`src/rtl/pc_pkg.sv`:
```
// Shared definitions for the PC unit.
// Widths, run/halt state codes and next-PC select codes.
package pc_pkg;

    localparam int PC_ADDR_W = 8;
    localparam int PC_CNT_W  = 8;

    localparam logic ST_RUN    = 1'b0;
    localparam logic ST_HALTED = 1'b1;

    typedef enum logic [1:0] {
        SEL_HOLD   = 2'd0,
        SEL_SEQ    = 2'd1,
        SEL_BRANCH = 2'd2,
        SEL_JUMP   = 2'd3
    } sel_t;

endpackage

```
`src/rtl/pc_next_sel.sv`:
```
// Next-PC selection logic for the PC unit.
// Purely combinational: select code plus branch target.
module pc_next_sel
    import pc_pkg::*;
#(
    parameter int ADDR_W = PC_ADDR_W
) (
    input  logic              i_state,
    input  logic [ADDR_W-1:0] i_pc_add,
    input  logic              i_branch,
    input  logic [ADDR_W-1:0] i_branch_off,
    input  logic              i_jump,
    input  logic              i_stall,
    input  logic              i_halt,
    input  logic              i_resume,
    output sel_t              o_sel,
    output logic [ADDR_W-1:0] o_br_target
);

    assign o_br_target = i_pc_add + i_branch_off;

    // Halt outranks stall so a stalled halt still parks the core.
    always_comb begin
        o_sel = SEL_HOLD;
        if (i_state == ST_HALTED) begin
            if (i_resume)
                o_sel = SEL_SEQ;
        end else if (i_halt) begin
            o_sel = SEL_HOLD;
        end else if (i_stall) begin
            o_sel = SEL_HOLD;
        end else if (i_jump) begin
            o_sel = SEL_JUMP;
        end else if (i_branch) begin
            o_sel = SEL_BRANCH;
        end else begin
            o_sel = SEL_SEQ;
        end
    end

endmodule

```
`src/rtl/pc_unit.sv`:
```
// Program counter register with run/halt FSM
// and a saturating retired-instruction counter.
module pc_unit
    import pc_pkg::*;
#(
    parameter int                ADDR_W   = PC_ADDR_W,
    parameter logic [ADDR_W-1:0] RESET_PC = '0,
    parameter int                CNT_W    = PC_CNT_W
) (
    input  logic              Clk,
    input  logic              Reset,
    input  logic [ADDR_W-1:0] PCAdd,
    input  logic              Branch,
    input  logic [ADDR_W-1:0] BranchOffset,
    input  logic              Jump,
    input  logic [ADDR_W-1:0] JumpAddr,
    input  logic              Stall,
    input  logic              Halt,
    input  logic              Resume,
    output logic [ADDR_W-1:0] PCResult,
    output logic              Halted,
    output logic [CNT_W-1:0]  RetiredCount
);

    logic              r_state;
    logic              w_state_next;
    logic [ADDR_W-1:0] r_pc;
    logic [ADDR_W-1:0] w_pc_next;
    logic [ADDR_W-1:0] w_br_target;
    logic [CNT_W-1:0]  r_cnt;
    logic              w_adv;
    sel_t              w_sel;

    pc_next_sel #(
        .ADDR_W (ADDR_W)
    ) u_sel (
        .i_state      (r_state),
        .i_pc_add     (PCAdd),
        .i_branch     (Branch),
        .i_branch_off (BranchOffset),
        .i_jump       (Jump),
        .i_stall      (Stall),
        .i_halt       (Halt),
        .i_resume     (Resume),
        .o_sel        (w_sel),
        .o_br_target  (w_br_target)
    );

    always_ff @(posedge Clk or negedge Reset) begin
        if (!Reset)
            r_state <= ST_RUN;
        else
            r_state <= w_state_next;
    end

    always_comb begin
        w_state_next = r_state;
        if (r_state == ST_HALTED) begin
            if (Resume)
                w_state_next = ST_RUN;
        end else if (Halt) begin
            w_state_next = ST_HALTED;
        end
    end

    always_comb begin
        Halted = (r_state == ST_HALTED);
    end

    always_comb begin
        w_pc_next = r_pc;
        unique case (w_sel)
            SEL_HOLD:   w_pc_next = r_pc;
            SEL_SEQ:    w_pc_next = PCAdd;
            SEL_BRANCH: w_pc_next = w_br_target;
            SEL_JUMP:   w_pc_next = JumpAddr;
            default:    w_pc_next = r_pc;
        endcase
    end

    assign w_adv = (w_sel != SEL_HOLD);

    always_ff @(posedge Clk or negedge Reset) begin
        if (!Reset) begin
            r_pc  <= RESET_PC;
            r_cnt <= '0;
        end else begin
            r_pc <= w_pc_next;
            if (w_adv && !(&r_cnt))
                r_cnt <= r_cnt + CNT_W'(1);
        end
    end

    assign PCResult     = r_pc;
    assign RetiredCount = r_cnt;

endmodule

```
`config.mk`:
```
export PLATFORM = sky130hd
export DESIGN_NAME = pc_unit
export DESIGN_NICKNAME = d
export VERILOG_FILES = /design/src/rtl/pc_pkg.sv /design/src/rtl/pc_next_sel.sv /design/src/rtl/pc_unit.sv
export SDC_FILE = /design/constraint.sdc
export NUM_CORES = 1
export LEC_CHECK = 0
export ABC_CLOCK_PERIOD_IN_PS = 2500
export BUFFER_PORTS_ARGS = -buffer_cell sky130_fd_sc_hd__buf_2
export CORE_AREA = 3 3 55 57
export DETAILED_ROUTE_END_ITERATION = 6
export DIE_AREA = 0 0 58 60
export PLACE_DENSITY = 0.76
export REMOVE_ABC_BUFFERS = 1
export SLEW_MARGIN = 20
export SYNTH_ARGS = -nofsm -noshare
export SYNTH_HDL_FRONTEND = slang
export SYNTH_HIERARCHICAL = 1
export SYNTH_SLANG_ARGS = --single-unit
```
`constraint.sdc`:
```
create_clock -name Clk -period 2.5 [get_ports Clk]
set_input_delay 0.125 -clock Clk [delete_from_list [all_inputs] [get_ports Clk]]
set_output_delay 0.125 -clock Clk [all_outputs]
set_load 0.01 [all_outputs]
```
# Word level (Yosys, flattened, before mapping)
# Index checks and enable logic that the tools add are counted.
[word_totals] regBits=17 latch_bits=0 ramBits=0 mem_bits_ro=0 in_bits=31 out_inout_bits=17 word_cells=23 mem_count=0
[op_classes] addsub=2 multipliers=0 n_div=0 order_cmp=0 eq_ne=3 shifts=0 muxes=10 bitwise=0 n_reduce_logical=5
[op_table] op="$pmux 8 s3" count=1
[op_table] op="$mux 2" count=5
[op_table] op="$add 8x1->8 const B" count=1
[op_table] op="$add 8x8->8" count=1
[op_table] op="$reduce_and 8->1" count=1
[op_table] op="$eq 2x2->1 const B" count=2
[op_table] op="$mux 1" count=4
[op_table] op="$eq 2x1->1 const B" count=1
[op_table] op="$logic_not 2->1" count=1
[op_table] op="$reduce_bool 2->1" count=1
[op_table] op="$logic_and 1x1->1" count=1
[op_table] op="$logic_not 1->1" count=1

# Logic depth before layout (Yosys ltp)
# Gate-level depths: netlist (run 1).
[logic_depth] depth_word=7 mapped_depth=7 ltp_nobuf=7

# By module
# The synthesis (run 1) kept the hierarchy.
[modules_own_cells] mod="pc_unit" n_inst=1 cells_per_inst=57 area_per_inst_um2=849.6 seq_area_each_um2=425.4
[modules_own_cells] mod="pc_next_sel" n_inst=1 cells_per_inst=47 area_per_inst_um2=360.3 seq_area_each_um2=0.0

# Least setup slack after synthesis (run 1)
# No wires, ideal clock.
[synth_timing] kind="register -> register" startpoint="reg r_state (netlist: Halted)" endpoint="reg r_pc[0] (netlist: PCResult[0])" setup_time_ns=0.139 arrival_time_ns=1.673 required_ns=2.361 slack_ns=0.688 path_stages_with_launch=4 path_buffers=1 period_less_slack_ns=1.812 path_cell_list="dfrtp_1 o41ai_1 buf_4 mux4_2"
[synth_between] elab_chain_cells=3 word_cells_on_any_way=6 classes_between="3 x eq/ne; 2 x mux; 1 x reduce/logical"
[synth_lines] element="start, declared" line="pc_unit.sv:25" rtl="logic r_state;"
[synth_lines] element="start signal, assigned" line="pc_unit.sv:53" rtl="r_state <= w_state_next;"
[synth_lines] element="$mux 2 (*)" line="pc_next_sel.sv:25" rtl="if (i_state == ST_HALTED) begin"
[synth_lines] element="net w_sel[0]" line="pc_unit.sv:32" rtl="sel_t w_sel;"
[synth_lines] element="$eq 2x2->1 / $eq 2x1->1 (equally long branches)" line="pc_unit.sv:72" rtl="unique case (w_sel)"
[synth_lines] element="$pmux 8 s3" line="pc_unit.sv:72"
[synth_lines] element="end signal, assigned" line="pc_unit.sv:88" rtl="r_pc <= w_pc_next;"
[synth_lines] element="end, declared" line="pc_unit.sv:27" rtl="logic [ADDR_W-1:0] r_pc;"
# Mark *: on every way through the listed nets, which the timed path passes. The rest lies on a longest branch.
# A chain may end at the register's enable or synchronous reset.

# Worst setup path after layout (run 1)
[layout_timing] startpoint="reg r_state (netlist: Halted)" endpoint="reg r_pc[2] (netlist: PCResult[2])"
# The elaborated chain is that of the path after synthesis.

==> metrics.cfg, run 1 <==
[run_status]
status = completed

[synth]
synth-edff-count = 0
synth_fa_ha_area_share_pct = 9.93
synthArstFlopShare_pct = 100
yosys.area_share.simple_pct = 10.8
synthDistinctLibCells = 41
yosysSeqAreaShare_pct = 35.2
yosys.area.top_type = dfrtp_1
synthMuxAreaShare_pct = 20.4
ys_warn_count = 6
synth_compound_area_share_pct = 17.0
avgSynthCellArea_um2 = 11.6
ys_seq_elements = 17
synth_common_cells = dfrtp_1, ha_1, mux4_2
synth_xor_area_share_pct = 3.62
synthTopCellsByArea = dfrtp_1, mux4_2, ha_1
synth_flop_cell = dfrtp_1
synth_top_family_by_area = multiplexers
netlist_instances = 104
yosysMostFrequentCell = dfrtp_1
syn_area_um2 = 1210
synth_top_cell_area_share_pct = 35.2

[hold_path]
holdPathEnd = Halted
hold_start = Resume
hold_class = input pin to flop
whs_path_depth = 2

[setup_path]
rr_startpoint = Halted
cp_max_fo = 8
start_kind = flop
crit_path_max_incr_delay_ns = 0.53
arrival_ns = 2.07
criticalPathCategory = flop to flop
r2r-end = PCResult[2]
end_kind = flop
r2r_cells = 3
r2r_slack_ns = 0.59
critPathSlowestCell = o41ai_2
crit_chain = o41ai_2 -> buf_4 -> mux4_2
crit_required_ns = 2.66

[power]
ir_drop_mv = 0.561
swShare_pct = 36.9
p_seq_share_pct = 44.2
cellPowerDensity_nw_per_um2 = 673
power.internal_w = 0.000651
comb_power_share_pct = 42.0
clock_power_share_pct = 13.8
power_leakage_nw = 0.712
power.switching_w = 0.000381

[floorplan]
core_um2 = 2520
die_w_um = 58
rows = 18
start_util_pct = 48.0
dieArea_um2 = 3480
die_height_um = 60
ios = 48

[global_route]
grt_usage_pct = 16.8
grt_overflow_total = 0
antenna_found_initial = 0
grt_pass1_vias = 1059
grt_pass1_wl_um = 4460
grt_max_degree = 18

[sta]
post-route-min-period_ns = 1.91
fin_crit_sh_pct = 76.6
slew_violations = 0
finClkSkew_ns = 0.00283
final-setup-viol-count = 0
holdWs_ns = 0.0275
max_freq_ghz = 0.523
max_slew.worst_pin.slew_ns = 0.522
slew_headroom_pct = 64.8
hold_violations = 0
rsz0062_at_grt = false

[clock_network]
numCtsBuffers = 3
clk_latency_ns = 0.28
cts_tree = built
clockBufferDepth = 2
clkSinkCount = 17
clk_pin_slew_ns = 0.09
cts_root_buffer = clkbuf_4
cts_setup_buffers = 0
h-tree-depth = 1

[final_layout]
regArea_um2 = 425
multi_input_area_um2 = 759
fillers = 217
drive_above_1_share_pct = 46.2
syn_to_final_growth_pct = 26.9
layout.nets = 197
utilization_pct = 60.9
antenna_cells = 0

[route]
first_pass_iters = 4
drtAntennaViolNets = 0
viasPerCell = 5.74
drt_iter0_markers = 24
drt-total-wl_um = 2700
vias = 1068
drc = 0
post_drt_wl_per_cell_um = 14.5

[placed_design]
place.gp.congestion = 0.788
post-dp-hpwl_um = 2320
portBuffers = 47

[job]
maxCapViolCount = 0

## layer usage
layer / up-vias / global-route usage, % / wire length (um)
met1: 519 / 20.5 / 1090
met4: 0 / 6.95 / 36
li1: 507 / - / -
met2: 38 / 29.2 / 1400
met5: - / 0 / 0
met3: 4 / 3.02 / 182
## cell families after synthesis
family / count (synthesis)
DFF: 17
and+or+nand+nor: 22
AOI/OAI and AO/OA: 28
adders and majority gates: 9
muxes: 14
buffers and inverters: 9
xor gates and xnor gates: 5
## cell type report
type                       instances  area share, %
clock buffer                       4           1.71
multi-input combinational         78           49.5
sequential                        17           27.7
inverter                           7           1.71
timing repair buffer              50           17.0
tap                               30           2.44
## flip-flops by register name, indices dropped and copies added, names as in the netlist
register and flops:
Halted 1, RetiredCount 8, PCResult 8
## worst max-delay path: cells and delay by family, from the launching register on
family	cells	cell delay, ns
AOI/OAI and AO/OA	1	0.53
buffers and inverters	1	0.30
DFF	1	0.45
muxes	1	0.52
## metrics by stage
| step | total power (W) | setup WS [ns] | cells | TNS (ns) | cell area [um2] |
|---|---|---|---|---|---|
| 2_1_floorplan | 0.000716 | -0.735 | 102 | -9.84 | 1200 |
| 3_3_place_gp | 0.000874 | 0.580 | 181 | 0 | 1500 |
| 3_5_place_dp | 0.000901 | 0.550 | 181 | 0 | 1500 |
| 4_1_cts | 0.00104 | 0.567 | 186 | 0 | 1540 |
| 5_1_grt | 0.00111 | 0.477 | 186 | 0 | 1540 |
| 6_report | 0.00103 | 0.586 | 186 | 0 | 1540 |
## placed cells by master (no fill, tap or decap), drive strengths merged, types with 2 or more instances in the layout
cell,count
nor3,2
nor2b,3
nand2b,2
nor2,4
o2111a,2
o211ai,4
dfrtp,17
ha,8
nand3,2
o311ai,2
xnor2,3
o21ai,4
buf,49
clkbuf,4
xor2,2
inv,7
a21oi,6
o21a,2
nand2,5
mux4,8
mux2,5
## power groups by stage
stage	clock (W)	combinational, W	sequential [W]
2_1_floorplan	0	0.000232	0.000485
4_1_cts	0.000145	0.000440	0.000457
6_report	0.000143	0.000434	0.000456
3_5_place_dp	0	0.000439	0.000462
5_1_grt	0.000161	0.000479	0.000473
3_3_place_gp	0	0.000420	0.000453
## what timing repair did
item | in CTS | in global routing
hold buffers | 1 | 0
hold endpoints to repair | 17 | 0
gates resized for setup | 0 | 0
## worst max-delay path by stage
stage,startpoint,end
2_1_floorplan,Halted,RetiredCount[7]
3_3_place_gp,PCAdd[0],PCResult[6]
3_5_place_dp,PCAdd[0],PCResult[6]
4_1_cts,Halted,PCResult[2]
5_1_grt,Halted,PCResult[2]
6_report,Halted,PCResult[2]
No activity file was read; power rests on OpenSTA's default activity.
==> run 2: changes to the inputs <==
--- a/config.mk
+++ b/config.mk
@@ -5,12 +5,12 @@
 export SDC_FILE = /design/constraint.sdc
 export NUM_CORES = 1
 export LEC_CHECK = 0
-export ABC_CLOCK_PERIOD_IN_PS = 2500
+export ABC_CLOCK_PERIOD_IN_PS = 1550
 export BUFFER_PORTS_ARGS = -buffer_cell sky130_fd_sc_hd__buf_2
-export CORE_AREA = 3 3 55 57
+export CORE_AREA = 3 3 58 60
 export DETAILED_ROUTE_END_ITERATION = 6
-export DIE_AREA = 0 0 58 60
-export PLACE_DENSITY = 0.76
+export DIE_AREA = 0 0 61 63
+export PLACE_DENSITY = 0.72
 export REMOVE_ABC_BUFFERS = 1
 export SLEW_MARGIN = 20
 export SYNTH_ARGS = -nofsm -noshare
==> constraint.sdc (replaced) <==
create_clock -name Clk -period 1.55 [get_ports Clk]
set_input_delay 0.0775 -clock Clk [delete_from_list [all_inputs] [get_ports Clk]]
set_output_delay 0.0775 -clock Clk [all_outputs]
set_load 0.01 [all_outputs]
==> run 2 against run 1 <==
The flow now finishes with violations (negative setup slack). Sequential power rose by 58%. Routed wire length increased by 13%. Register-to-register slack lost 0.69 ns. Clock power rose by 61%. Setup slack got worse by 0.69 ns. Utilization fell by 2.1 points. Largest power group is now combinational logic. Final area is 14% higher. Cell count rose by 13%. Clock-buffer cell count is 1 lower. Hold slack gained 0.059 ns. Die area is 10% higher. Flip-flop and latch count is the same.
==> metrics.cfg, run 2 (same netlist as run 1, synthesis figures left out) <==
[power]
power_leakage_nw = 0.831  ; was 0.712 nW
cellPowerDensity_nw_per_um2 = 1020  ; was 673 nW/um2
power_w = 0.00179  ; was 0.00103 W
ir_drop_mv = 0.346  ; was 0.561 mV

[placed_design]
place.gp.congestion = 0.801  ; was 0.788
placed_cell_area_um2 = 1650  ; was 1500 um2
portBuffers = 47  ; unchanged
place_ws_ns = -0.358  ; was 0.550 ns
post-dp-hpwl_um = 2490  ; was 2320 um

[route]
route.met2.wl_um = 1580  ; was 1400 um
met3_length_um = 200  ; was 182 um
viasPerCell = 5.40  ; was 5.74
drt_iter0_markers = 43  ; was 24
drtAntennaViolNets = 0  ; unchanged
vias = 1134  ; was 1068
first_pass_iters = 4  ; unchanged
post_drt_wl_per_cell_um = 14.6  ; was 14.5 um
drc = 0  ; unchanged
met1Wirelength_um = 1270  ; was 1090 um
drt-total-wl_um = 3060  ; was 2700 um
routed.top_layer = met4  ; unchanged

[clock_network]
cts_tree = built  ; unchanged
clk_latency_ns = 0.29  ; was 0.28 ns
numCtsBuffers = 3  ; unchanged
clkSinkCount = 17  ; unchanged
h-tree-depth = 1  ; unchanged
clk_pin_slew_ns = 0.10  ; was 0.09 ns
cts_root_buffer = clkbuf_4  ; unchanged
clockBufferDepth = 2  ; unchanged

[sta]
slew_violations = 0  ; unchanged
tns_ns = -0.487  ; was 0 ns
finClkSkew_ns = 0.00957  ; was 0.00283 ns
max_freq_ghz = 0.605  ; was 0.523 GHz
final-setup-viol-count = 12  ; was 0
post-route-min-period_ns = 1.65  ; was 1.91 ns
slew_headroom_pct = 75.1  ; was 64.8%
fin_crit_sh_pct = 107  ; was 76.6%
max_slew.worst_pin.slew_ns = 0.374  ; was 0.522 ns
setup_slack_ns = -0.102  ; was 0.586 ns
hold_violations = 0  ; unchanged
rsz0062_at_grt = true  ; was false

[global_route]
grt_overflow_total = 0  ; unchanged
grt_pass1_wl_um = 5040  ; was 4460 um
antenna_found_initial = 0  ; unchanged
grt_usage_pct = 17.0  ; was 16.8%
grt_max_degree = 18  ; unchanged
grt_pass1_vias = 1176  ; was 1059

[final_layout]
utilization_pct = 58.7  ; was 60.9%
layout.nets = 218  ; was 197
final_cell_mix = buf_2, buf_4, dfrtp_1, mux4_2, ha_1  ; was buf_2, dfrtp_1, mux4_2, ha_1, inv_1
layout_commonest_cell = buf_2  ; unchanged
drive_above_1_share_pct = 54.8  ; was 46.2%
finish.instance_area_um2 = 1750  ; was 1540 um2
syn_to_final_growth_pct = 44.6  ; was 26.9%
antenna_cells = 0  ; unchanged

[setup_path]
crit_path_max_incr_delay_ns = 0.46  ; was 0.53 ns
crit_required_ns = 1.73  ; was 2.66 ns
cp_max_fo = 4  ; was 8
end_kind = flop  ; unchanged
crit_chain = nand2_1 -> o41ai_4 -> buf_4 -> o2111a_2 -> nand3_2 -> mux2_2  ; was o41ai_2 -> buf_4 -> mux4_2
criticalPathCategory = flop to flop  ; unchanged
rr_startpoint = Halted  ; unchanged
r2r_cells = 6  ; was 3
r2r_slack_ns = -0.10  ; was 0.59 ns
arrival_ns = 1.84  ; was 2.07 ns
start_kind = flop  ; unchanged
r2r-end = RetiredCount[7]  ; was PCResult[2]
critPathSlowestCell = dfrtp_2  ; was o41ai_2

[hold_path]
holdPathEnd = Halted  ; unchanged
hold_start = Halt  ; was Resume
whs_path_depth = 3  ; was 2
hold_class = input pin to flop  ; unchanged

[run_status]
violations = negative setup slack
status = finished with violations  ; was completed

[floorplan]
rows = 20  ; was 18
ios = 48  ; unchanged
die_w_um = 61  ; was 58 um
core_um2 = 2980  ; was 2520 um2
die_height_um = 63  ; was 60 um
dieArea_um2 = 3840  ; was 3480 um2
start_util_pct = 40.6  ; was 48.0%

[job]
maxCapViolCount = 0  ; unchanged

## run 2: cell types whose count changed in the layout (fill, tap and decap cells not counted), moves of 2 or more
cell	before	now
buf_6	0	2
buf_4	2	20
mux2_4	0	2
mux2_2	4	2
## run 2: repair_timing
action / 4_1_cts / 5_1_grt
setup buffers: 1 / 0
endpoints found under the hold margin: 18 / 0
gates resized for setup: 7 / 4
endpoints found under the setup margin: 13 / 13
hold buffers: 2 / 0
pin swaps: 2 / 0
## run 2: worst max-delay path, delay by kind of cell (launching register included)
| kind | cells | cell delay, ns |
|---|---|---|
| buffers and inverters | 1 | 0.16 |
| AND/OR/NAND/NOR | 2 | 0.21 |
| multiplexers | 1 | 0.32 |
| flip-flops | 1 | 0.46 |
| AO/OA/AOI/OAI | 2 | 0.40 |
## run 2: routing by layer
layer	global-route usage, %	up-vias
met3	2.27	2
met1	21.9	538
li1	-	551
met5	0	-
met4	4.88	0
met2	29.0	43
## run 2: power by group
group          internal (W)  switching, W
clock network     0.0000958      0.000134
registers          0.000580      0.000141
logic              0.000457      0.000383
## run 2: worst max path at each step
stage / from / cells after the start / to / slack, ns
finish: Halted / 6 / RetiredCount[7] / -0.10
global placement: PCAdd[1] / 6 / PCResult[5] / -0.28
detailed placement: PCAdd[1] / 6 / PCResult[5] / -0.36
floorplan: Halted / 4 / RetiredCount[7] / -1.69
CTS: Halted / 6 / RetiredCount[7] / -0.08
global route: Halted / 5 / RetiredCount[7] / -0.13
## run 2: final cells by class
class                   count  area [um2]
repair buffers             71         428
multi-input cells          78         800
inverters                   7        26.3
clock buffers               3        22.5
well taps                  33        41.3
fillers                   265        1230
flip-flops and latches     17         427
clock inverters             1        5.00
## run 2: metrics by stage
step	instances	hold slack (ns)
floorplan	102	-0.218
global placement	203	0.00775
detailed placement	203	0.0199
CTS	210	0.0720
global route	210	0.0631
finish	210	0.0867
